===== src/rtl/arb_mux_pkg.sv =====
// Shared constants, types and helpers for the 4-to-1 arbitrated output mux.
// Read by arb_mux_4to1, its interface and the rr_arbiter_4 grant logic.
package arb_mux_pkg;

    localparam int CH_NUM = 4;
    localparam int SEL_W  = 2;

    typedef logic [SEL_W-1:0] sel_t;

    typedef enum logic {
        EMPTY = 1'b0,
        FULL  = 1'b1
    } state_e;

    // Index of the set bit of a one-hot grant; an all-zero grant gives 0.
    function automatic sel_t onehotToSel(input logic [CH_NUM-1:0] oneHot);
        sel_t sel;
        sel = '0;
        for (int k = 0; k < CH_NUM; k++) begin
            if (oneHot[k]) begin
                sel = sel_t'(k);
            end
        end
        return sel;
    endfunction

endpackage


===== src/rtl/arb_mux_4to1_if.sv =====
// Handshake bundle between four source channels, the arbitrated mux and its sink.
// The master side drives the sources and the sink ready; the slave side is the mux.
interface arb_mux_4to1_if
    import arb_mux_pkg::*;
#(
    parameter int WIDTH = 16
);

    logic [WIDTH-1:0]  i0;
    logic [WIDTH-1:0]  i1;
    logic [WIDTH-1:0]  i2;
    logic [WIDTH-1:0]  i3;
    logic [CH_NUM-1:0] i_valid;
    logic [CH_NUM-1:0] i_ready;
    logic [WIDTH-1:0]  o;
    sel_t              o_sel;
    logic              o_valid;
    logic              o_ready;

    modport master (
        output i0, i1, i2, i3, i_valid, o_ready,
        input  i_ready, o, o_sel, o_valid
    );

    modport slave (
        input  i0, i1, i2, i3, i_valid, o_ready,
        output i_ready, o, o_sel, o_valid
    );

endinterface


===== src/rtl/rr_arbiter_4.sv =====
// Four-way grant logic producing a one-hot grant, gated by en.
// ARB_MUX_RR_EN selects round-robin from ptr+1; otherwise fixed priority ch0 > ch3.
module rr_arbiter_4
    import arb_mux_pkg::*;
(
    input  logic [CH_NUM-1:0] req,
    input  sel_t              ptr,
    input  logic              en,
    output logic [CH_NUM-1:0] gnt
);

`ifdef ARB_MUX_RR_EN
    // Search starts just after the last winner; offset CH_NUM wraps back onto ptr itself.
    always_comb begin
        sel_t idx;
        logic found;
        gnt   = '0;
        found = 1'b0;
        idx   = '0;
        for (int off = 1; off <= CH_NUM; off++) begin
            idx = ptr + sel_t'(off);
            if (en && req[idx] && !found) begin
                gnt[idx] = 1'b1;
                found    = 1'b1;
            end
        end
    end
`else
    logic unusedPtrBits;
    assign unusedPtrBits = ^ptr;

    always_comb begin
        logic found;
        gnt   = '0;
        found = 1'b0;
        for (int k = 0; k < CH_NUM; k++) begin
            if (en && req[k] && !found) begin
                gnt[k] = 1'b1;
                found  = 1'b1;
            end
        end
    end
`endif

endmodule


===== src/rtl/arb_mux_4to1.sv =====
// Arbitrates four valid/ready source channels into a one-entry output register.
// Define ARB_MUX_RR_EN for round-robin grants; the default build is fixed priority.
module arb_mux_4to1
    import arb_mux_pkg::*;
#(
    parameter int WIDTH = 16
) (
    input logic           clk,
    input logic           rst,
    arb_mux_4to1_if.slave bus
);

    state_e            stateQ, stateD;
    logic [WIDTH-1:0]  dataQ, dataD;
    sel_t              selQ, selD;
    logic [WIDTH-1:0]  winData;
    sel_t              winSel;
    sel_t              ptr;
    logic [CH_NUM-1:0] gnt;
    logic              loadable;
    logic              en;

    // The register can take a word when empty or when its word drains this cycle.
    assign loadable = (stateQ == EMPTY) || bus.o_ready;
    assign en       = loadable && !rst;

    rr_arbiter_4 u_arbiter (
        .req (bus.i_valid),
        .ptr (ptr),
        .en  (en),
        .gnt (gnt)
    );

    assign bus.i_ready = gnt;
    assign winSel      = onehotToSel(gnt);

    always_comb begin
        winData = bus.i0;
        case (winSel)
            2'd0:    winData = bus.i0;
            2'd1:    winData = bus.i1;
            2'd2:    winData = bus.i2;
            default: winData = bus.i3;
        endcase
    end

    always_comb begin
        stateD = stateQ;
        dataD  = dataQ;
        selD   = selQ;
        if (|gnt) begin
            stateD = FULL;
            dataD  = winData;
            selD   = winSel;
        end else if ((stateQ == FULL) && bus.o_ready) begin
            stateD = EMPTY;
        end
    end

    always_ff @(posedge clk) begin
        if (rst) begin
            stateQ <= EMPTY;
            dataQ  <= '0;
            selQ   <= '0;
        end else begin
            stateQ <= stateD;
            dataQ  <= dataD;
            selQ   <= selD;
        end
    end

`ifdef ARB_MUX_RR_EN
    sel_t ptrQ, ptrD;

    // Pointer remembers the last granted channel and moves only on an input transfer.
    assign ptrD = (|gnt) ? winSel : ptrQ;

    always_ff @(posedge clk) begin
        if (rst) begin
            ptrQ <= 2'b11;
        end else begin
            ptrQ <= ptrD;
        end
    end

    assign ptr = ptrQ;
`else
    assign ptr = 2'b11;
`endif

    assign bus.o       = dataQ;
    assign bus.o_sel   = selQ;
    assign bus.o_valid = (stateQ == FULL);

endmodule


===== src/flat_wrapper.sv =====
// flat-port wrapper written by rule: the top's interface ports become plain ports
module arb_mux_4to1_flat import arb_mux_pkg::*;
#(
    parameter int WIDTH = 16
)
  (clk, rst, bus_i0, bus_i1, bus_i2, bus_i3, bus_i_valid, bus_o_ready, bus_i_ready, bus_o, bus_o_sel, bus_o_valid);
  arb_mux_4to1_if #(.WIDTH(WIDTH)) bus_i ();
  input logic clk;
  input logic rst;
  input wire logic [$bits(bus_i.i0)-1:0] bus_i0;
  input wire logic [$bits(bus_i.i1)-1:0] bus_i1;
  input wire logic [$bits(bus_i.i2)-1:0] bus_i2;
  input wire logic [$bits(bus_i.i3)-1:0] bus_i3;
  input wire logic [$bits(bus_i.i_valid)-1:0] bus_i_valid;
  input wire logic [$bits(bus_i.o_ready)-1:0] bus_o_ready;
  output wire logic [$bits(bus_i.i_ready)-1:0] bus_i_ready;
  output wire logic [$bits(bus_i.o)-1:0] bus_o;
  output wire logic [$bits(bus_i.o_sel)-1:0] bus_o_sel;
  output wire logic [$bits(bus_i.o_valid)-1:0] bus_o_valid;
  assign bus_i.i0 = bus_i0;
  assign bus_i.i1 = bus_i1;
  assign bus_i.i2 = bus_i2;
  assign bus_i.i3 = bus_i3;
  assign bus_i.i_valid = bus_i_valid;
  assign bus_i.o_ready = bus_o_ready;
  assign bus_i_ready = bus_i.i_ready;
  assign bus_o = bus_i.o;
  assign bus_o_sel = bus_i.o_sel;
  assign bus_o_valid = bus_i.o_valid;
  arb_mux_4to1 #(.WIDTH(WIDTH)) u_core (.clk(clk), .rst(rst), .bus(bus_i));
endmodule

===== config.mk =====
export PLATFORM = sky130hd
export DESIGN_NAME = arb_mux_4to1_flat
export DESIGN_NICKNAME = d
export VERILOG_FILES = /design/src/rtl/arb_mux_pkg.sv /design/src/rtl/arb_mux_4to1_if.sv /design/src/rtl/rr_arbiter_4.sv /design/src/rtl/arb_mux_4to1.sv /design/src/flat_wrapper.sv
export SDC_FILE = /design/constraint.sdc
export NUM_CORES = 1
export LEC_CHECK = 0
export ABC_AREA = 1
export CORE_MARGIN = 5
export CORE_UTILIZATION = 42
export CTS_CLUSTER_DIAMETER = 80
export DETAILED_ROUTE_END_ITERATION = 10
export PLACE_DENSITY = 0.89
export RECOVER_POWER = 50
export SLEW_MARGIN = 20
export SYNTH_ARGS = -nofsm -noshare
export SYNTH_HDL_FRONTEND = slang
export SYNTH_SLANG_ARGS = --single-unit

===== constraint.sdc =====
create_clock -name clk -period 3.8 [get_ports clk]
set_clock_uncertainty 0.05 [all_clocks]
set_input_delay 0.57 -clock clk [delete_from_list [all_inputs] [get_ports clk]]
set_output_delay 0.57 -clock clk [all_outputs]
set_load 0.005 [all_outputs]

==> reports/results.ini, run 1 <==
[placement]
gp_congestion = 0.874
hpwl_mm = 4.10
io_buffers = 93
placed_cell_area_um2 = 2570
pre_cts_slack_ns = 0.862

[setup_path]
rr_worst_depth = 9
crit_chain = clkdlybuf4s50_1 -> buf_4 -> nand3_2 -> buf_4 -> inv_1 -> clkdlybuf4s50_1
endpoint_kind = primary output
cp.arrival_ns = 2.34
cp_top_family = buffers and inverters
regToRegEndpoint = u_core.bus.o[2]$_SDFFE_PP0P_
reg2reg_slack_ns = 1.75
worstPathMaxFanout = 17
critical_path.max_stage_delay_ns = 0.62
path_class = input pin to primary output
worstSetupStartpointType = input pin
rr_startpoint = u_core.bus.o_valid$_SDFFE_PP0P_
cp_slowest_cell = clkdlybuf4s50_1
worstPathRequired_ns = 3.18
path_buf_inv = 5

[clock_network]
cts_tree = done
htree_num_levels = 1
clock_sinks = 19
clk_pin_slew_worst_paths_ns = 0.08
cts_hold_buf = 0
cts_made_buffers = 3
clkLatencyLatePin_ns = 0.26
cts_root_buf = clkbuf_8
cts_buffer_depth = 2
cts_setup_buffers = 0
cts_resized = 0

[global_routing]
overflow = 0
grt_pass1_vias = 1966
grt_pass1_wl_mm = 9.03
grt_max_degree = 52
grt.total_usage_pct = 21.0
antenna_found_initial = 0

[pwr]
pwr-share-comb_pct = 41.5
p_sw_uw = 213
seqPwrFrac_pct = 35.5
power_density_nw_per_um2 = 249
p_sw_share_pct = 32.7
internal_power_uw = 439
clkPwrFrac_pct = 22.9
vdd_drop_max_mv = 0.126
p_leak_uw = 0.00133

[floorplanning]
ios = 94
die-area_um2 = 5330
placementRows = 22
core_area_um2 = 3740
fp.dieH_um = 73.0
die_w_um = 73.0
start_util_pct = 44.5

[timing]
setup_viol = 0
slew_viol_final = 0
fmax_mhz = 338
hold_violations = 0
min_period_over_period_pct = 77.8
grt_setup_unrepaired = false
slew-limit-headroom_pct = 36.2
setup_tns_ns = 0
worst_slew_pin_slew_ns = 0.957
hold_ws_ns = 0.442
min_period_ns = 2.96
setup_slack_ns = 0.842

[yosys]
ys_warn_count = 0
synth.ff_latch_count = 19
synthMuxAreaShare_pct = 0
synth_xor_area_share_pct = 0
synth_cells = 274
synth-simple-area-share_pct = 42.1
avgSynthCellArea_um2 = 6.08
synth_top_family_by_area = simple AND/OR/NAND/NOR gates
synthesis.area_um2 = 1670
yosysUniqueCellTypes = 20
synthAdderAreaFrac_pct = 0
synth-compound-area-share_pct = 11.6
synth_nets = 345
seq_area_frac_synth_pct = 22.8

[status]
status = finished clean

[routing]
drt_first_pass_iters = 4
num_vias = 2086
vias_per_cell = 5.18
drt-total-wl_mm = 5.56
ant_nets = 0
wl_per_cell_um = 13.8
drcViolationCount = 0
drt_iter0_markers = 187

[final_layout]
nFillCells = 333
syn2layout_area_growth_pct = 56.9
multiInputGateArea_um2 = 896
postLayoutCellArea_um2 = 2620
final_layout_size_suffix_gt1_share_pct = 7.89
regArea_um2 = 380
final_nets = 427
n_antenna_cell = 0

[worst_hold_path]
min_path_type = register to register
worstHoldEndpoint = u_core.bus.o_sel[0]$_SDFFE_PP0P_
whs_path_depth = 2
min_from = u_core.bus.o_sel[0]$_SDFFE_PP0P_

[flow_run]
cap_viol_max_count = 0

[layer usage]
layer | routed length, um | vias to the layer above | track usage (%)
li1 | - | 1056 | -
met1 | 2380 | 920 | 28.1
met2 | 2640 | 99 | 35.7
met3 | 459 | 11 | 2.89
met4 | 86 | 0 | 4.30
met5 | 0 | - | 0
[cells in the final DEF (no fill, tap or decap)]
master	Yosys	routed
dlygate4sd3_1	0	19
o211ai_4	1	1
clkinv_2	0	1
nor4_1	1	1
nor2_4	1	1
a21oi_1	2	2
clkbuf_2	0	1
inv_2	12	12
o211ai_1	16	16
dfxtp_1	19	19
nand3_1	50	50
nor2_1	2	2
nand2_2	2	2
a21oi_4	1	1
inv_1	61	61
nand4_1	33	33
buf_4	3	3
nand3_2	2	2
o2111ai_4	1	1
clkdlybuf4s50_1	0	74
nand2_1	50	50
clkbuf_8	0	3
[sequential cells by signal, summed over array words and instances (netlist names)]
register and count:
u_core.bus.o_sel 2, u_core.bus.o 16, u_core.bus.o_valid 1
[tightest hold or removal path: stages, from the launching register on]
cell	delay (ns)
dfxtp_1	0.31
nand3_1	0.07
a21oi_1	0.06
[final cells by class]
type	instances	area share [%]
Timing Repair Buffer	97	36.7
Multi-Input combinational cell	162	34.3
Sequential cell	19	14.5
Inverter	73	10.5
Tap cell	48	2.30
Clock buffer	3	1.58
Clock inverter	1	0.191
[cells by family (layout without fill, tap and decap cells)]
kind of cell | count (synthesis) | after routing
simple gates | 141 | 141
flops | 19 | 19
compound gates | 21 | 21
buf+inv | 93 | 174
[power groups by stage]
stage / clock (uW) / sequential [uW] / combinational (uW)
4_1_cts: 151 / 233 / 280
3_5_place_dp: 0 / 237 / 277
5_1_grt: 159 / 235 / 301
2_1_floorplan: 0 / 238 / 137
6_report: 150 / 232 / 271
3_3_place_gp: 0 / 237 / 272
[synth_stat cells (all sizes together)]
| library cell | number | area share [%] |
|---|---|---|
| nor2 | 3 | 1.1 |
| nand3 | 52 | 16 |
| o211ai | 17 | 8.5 |
| dfxtp | 19 | 23 |
| inv | 73 | 16 |
| nor4 | 1 | 0.38 |
| nand4 | 33 | 12 |
| nand2 | 52 | 12 |
| clkbuf | 3 | 0.68 |
| o2111ai | 1 | 1.6 |
| buf | 17 | 6.3 |
| a21oi | 3 | 1.6 |
[worst max-delay path by stage]
| stage | startpoint | end | slack [ns] | cells after the start |
|---|---|---|---|---|
| after floorplan | bus_o_ready | bus_i_ready[3] | 1.93 | 5 |
| after global placement | bus_i_valid[1] | bus_i_ready[1] | 0.90 | 6 |
| after detailed placement | rst | bus_i_ready[2] | 0.86 | 5 |
| after CTS | bus_i_valid[1] | bus_i_ready[1] | 0.86 | 6 |
| after global routing | rst | bus_i_ready[2] | 0.75 | 5 |
| final | bus_i_valid[1] | bus_i_ready[1] | 0.84 | 6 |
[per-stage QoR]
stage | utilization, % | power (uW) | std cells
floorplan | - | 375 | 274
global placement | 68.7 | 509 | 399
detailed placement | 68.7 | 515 | 399
CTS | 69.9 | 664 | 403
global route | 69.9 | 695 | 403
finish | 69.9 | 652 | 403
Note: power is estimated with default switching activity, not from simulation.
==> inputs of run 2 (changes only) <==
--- a/config.mk
+++ b/config.mk
@@ -7,10 +7,10 @@
 export LEC_CHECK = 0
 export ABC_AREA = 1
 export CORE_MARGIN = 5
-export CORE_UTILIZATION = 42
+export CORE_UTILIZATION = 39
 export CTS_CLUSTER_DIAMETER = 80
 export DETAILED_ROUTE_END_ITERATION = 10
-export PLACE_DENSITY = 0.89
+export PLACE_DENSITY = 0.83
 export RECOVER_POWER = 50
 export SLEW_MARGIN = 20
 export SYNTH_ARGS = -nofsm -noshare
==> constraint.sdc (replaced) <==
create_clock -name clk -period 2.8 [get_ports clk]
set_clock_uncertainty 0.05 [all_clocks]
set_input_delay 0.42 -clock clk [delete_from_list [all_inputs] [get_ports clk]]
set_output_delay 0.42 -clock clk [all_outputs]
set_load 0.005 [all_outputs]
==> reports/results.ini, run 2 (same netlist as run 1, synthesis figures left out) <==
[floorplanning]
fp.dieH_um = 75.4
ios = 94
placementRows = 23
die_w_um = 75.4
core_area_um2 = 4060
start_util_pct = 41.1
die-area_um2 = 5680

[timing]
slew-limit-headroom_pct = 35.4
fmax_mhz = 392
worst_slew_pin_slew_ns = 0.969
setup_tns_ns = 0
hold_violations = 0
min_period_ns = 2.55
setup_viol = 0
grt_setup_unrepaired = false
min_period_over_period_pct = 91.1
slew_viol_final = 0
hold_ws_ns = 0.412

[routing]
num_vias = 2087
ant_nets = 0
vias_per_cell = 5.07
drcViolationCount = 0
drt_iter0_markers = 116
wl_per_cell_um = 13.7
drt_first_pass_iters = 4
drt-total-wl_mm = 5.65

[clock_network]
htree_num_levels = 1
cts_setup_buffers = 0
clkLatencyLatePin_ns = 0.26
cts_made_buffers = 3
cts_root_buf = clkbuf_8
cts_resized = 0
cts_buffer_depth = 2
cts_tree = done
cts_hold_buf = 0
clock_sinks = 19
clk_pin_slew_worst_paths_ns = 0.07

[pwr]
p_total_uw = 886
power_density_nw_per_um2 = 332
p_leak_uw = 0.00136
vdd_drop_max_mv = 0.242

[global_routing]
grt.total_usage_pct = 21.1
grt_pass1_vias = 2030
overflow = 0
antenna_found_initial = 0
grt_max_degree = 52
grt_pass1_wl_mm = 9.26

[final_layout]
final_layout_size_suffix_gt1_share_pct = 9.39
largest_reg_flops = 16
layout_commonest_cell = clkdlybuf4s50_1
final_nets = 434
nFillCells = 381
syn2layout_area_growth_pct = 60.1
postLayoutCellArea_um2 = 2670
n_antenna_cell = 0
layout_common_cells = clkdlybuf4s50_1, inv_1, nand3_1, nand2_1, nand4_1
final_core_util_pct = 65.8

[setup_path]
endpoint_kind = primary output
worstPathMaxFanout = 8
cp.arrival_ns = 2.08
worstSetupStartpointType = input pin
path_class = input pin to primary output
worstPathRequired_ns = 2.33

[placement]
gp_congestion = 0.847
hpwl_mm = 4.34
placed_cell_area_um2 = 2630
io_buffers = 93

[worst_hold_path]
min_path_type = register to register

[flow_run]
cap_viol_max_count = 0

[status]
status = finished clean

==> run 2: changes by cell type in the layout (fill, tap and decap cells not counted), sizes merged <==
| cell | before | now |
|---|---|---|
| dlygate4sd3 | 19 | 20 |
| clkbuf | 4 | 5 |
| clkdlybuf4s50 | 74 | 73 |
| buf | 3 | 10 |
| clkinv | 1 | 0 |
==> run 2: worst max-delay path: stages <==
cell             delay [ns]
dlygate4sd3_1          0.63
inv_2                  0.20
nand2_2                0.11
nor4_1                 0.17
clkdlybuf4s50_1        0.54
==> run 2: power breakdown <==
group / internal, uW / switching (uW) / leakage, uW
sequential: 299 / 14.0 / 0.000158
clock: 101 / 96.8 / 0.0000228
combinational: 204 / 171 / 0.00118
total: 605 / 282 / 0.00136
==> run 2: final timing paths <==
check | start | end | slack [ns] | cells after the start
worst max register to register | u_core.bus.o_valid$_SDFFE_PP0P_ | u_core.bus.o[14]$_SDFFE_PP0P_ | 0.80 | 8
worst min register to register | u_core.bus.o_sel[1]$_SDFFE_PP0P_ | u_core.bus.o_sel[1]$_SDFFE_PP0P_ | 0.41 | 2
worst max-delay path | rst | bus_i_ready[2] | 0.25 | 5
worst min-delay path | u_core.bus.o_sel[1]$_SDFFE_PP0P_ | u_core.bus.o_sel[1]$_SDFFE_PP0P_ | 0.41 | 2
==> run 2: final cells by class <==
cell class	instances	area, um2	share of cell area, %
tap	50	62.6	2.34
timing repair buffer	104	1010	37.9
sequential	19	380	14.3
clock buffer	4	45.0	1.69
multi-input combinational	162	896	33.6
inverter	73	274	10.3
==> run 2: metrics by stage <==
step,setup slack [ns],cells
3_5_place_dp,0.333,408
5_1_grt,0.127,412
6_report,0.249,412
3_3_place_gp,0.379,408
2_1_floorplan,1.23,274
4_1_cts,0.334,412
==> run 2: metal layers <==
layer  vias up  global-route usage, %  wire length (um)
met1       926                   26.2              2260
li1       1069                      -                 -
met3         8                   5.67               612
met4         0                   5.24                76
met2        84                   36.1              2700
met5         -                      0                 0
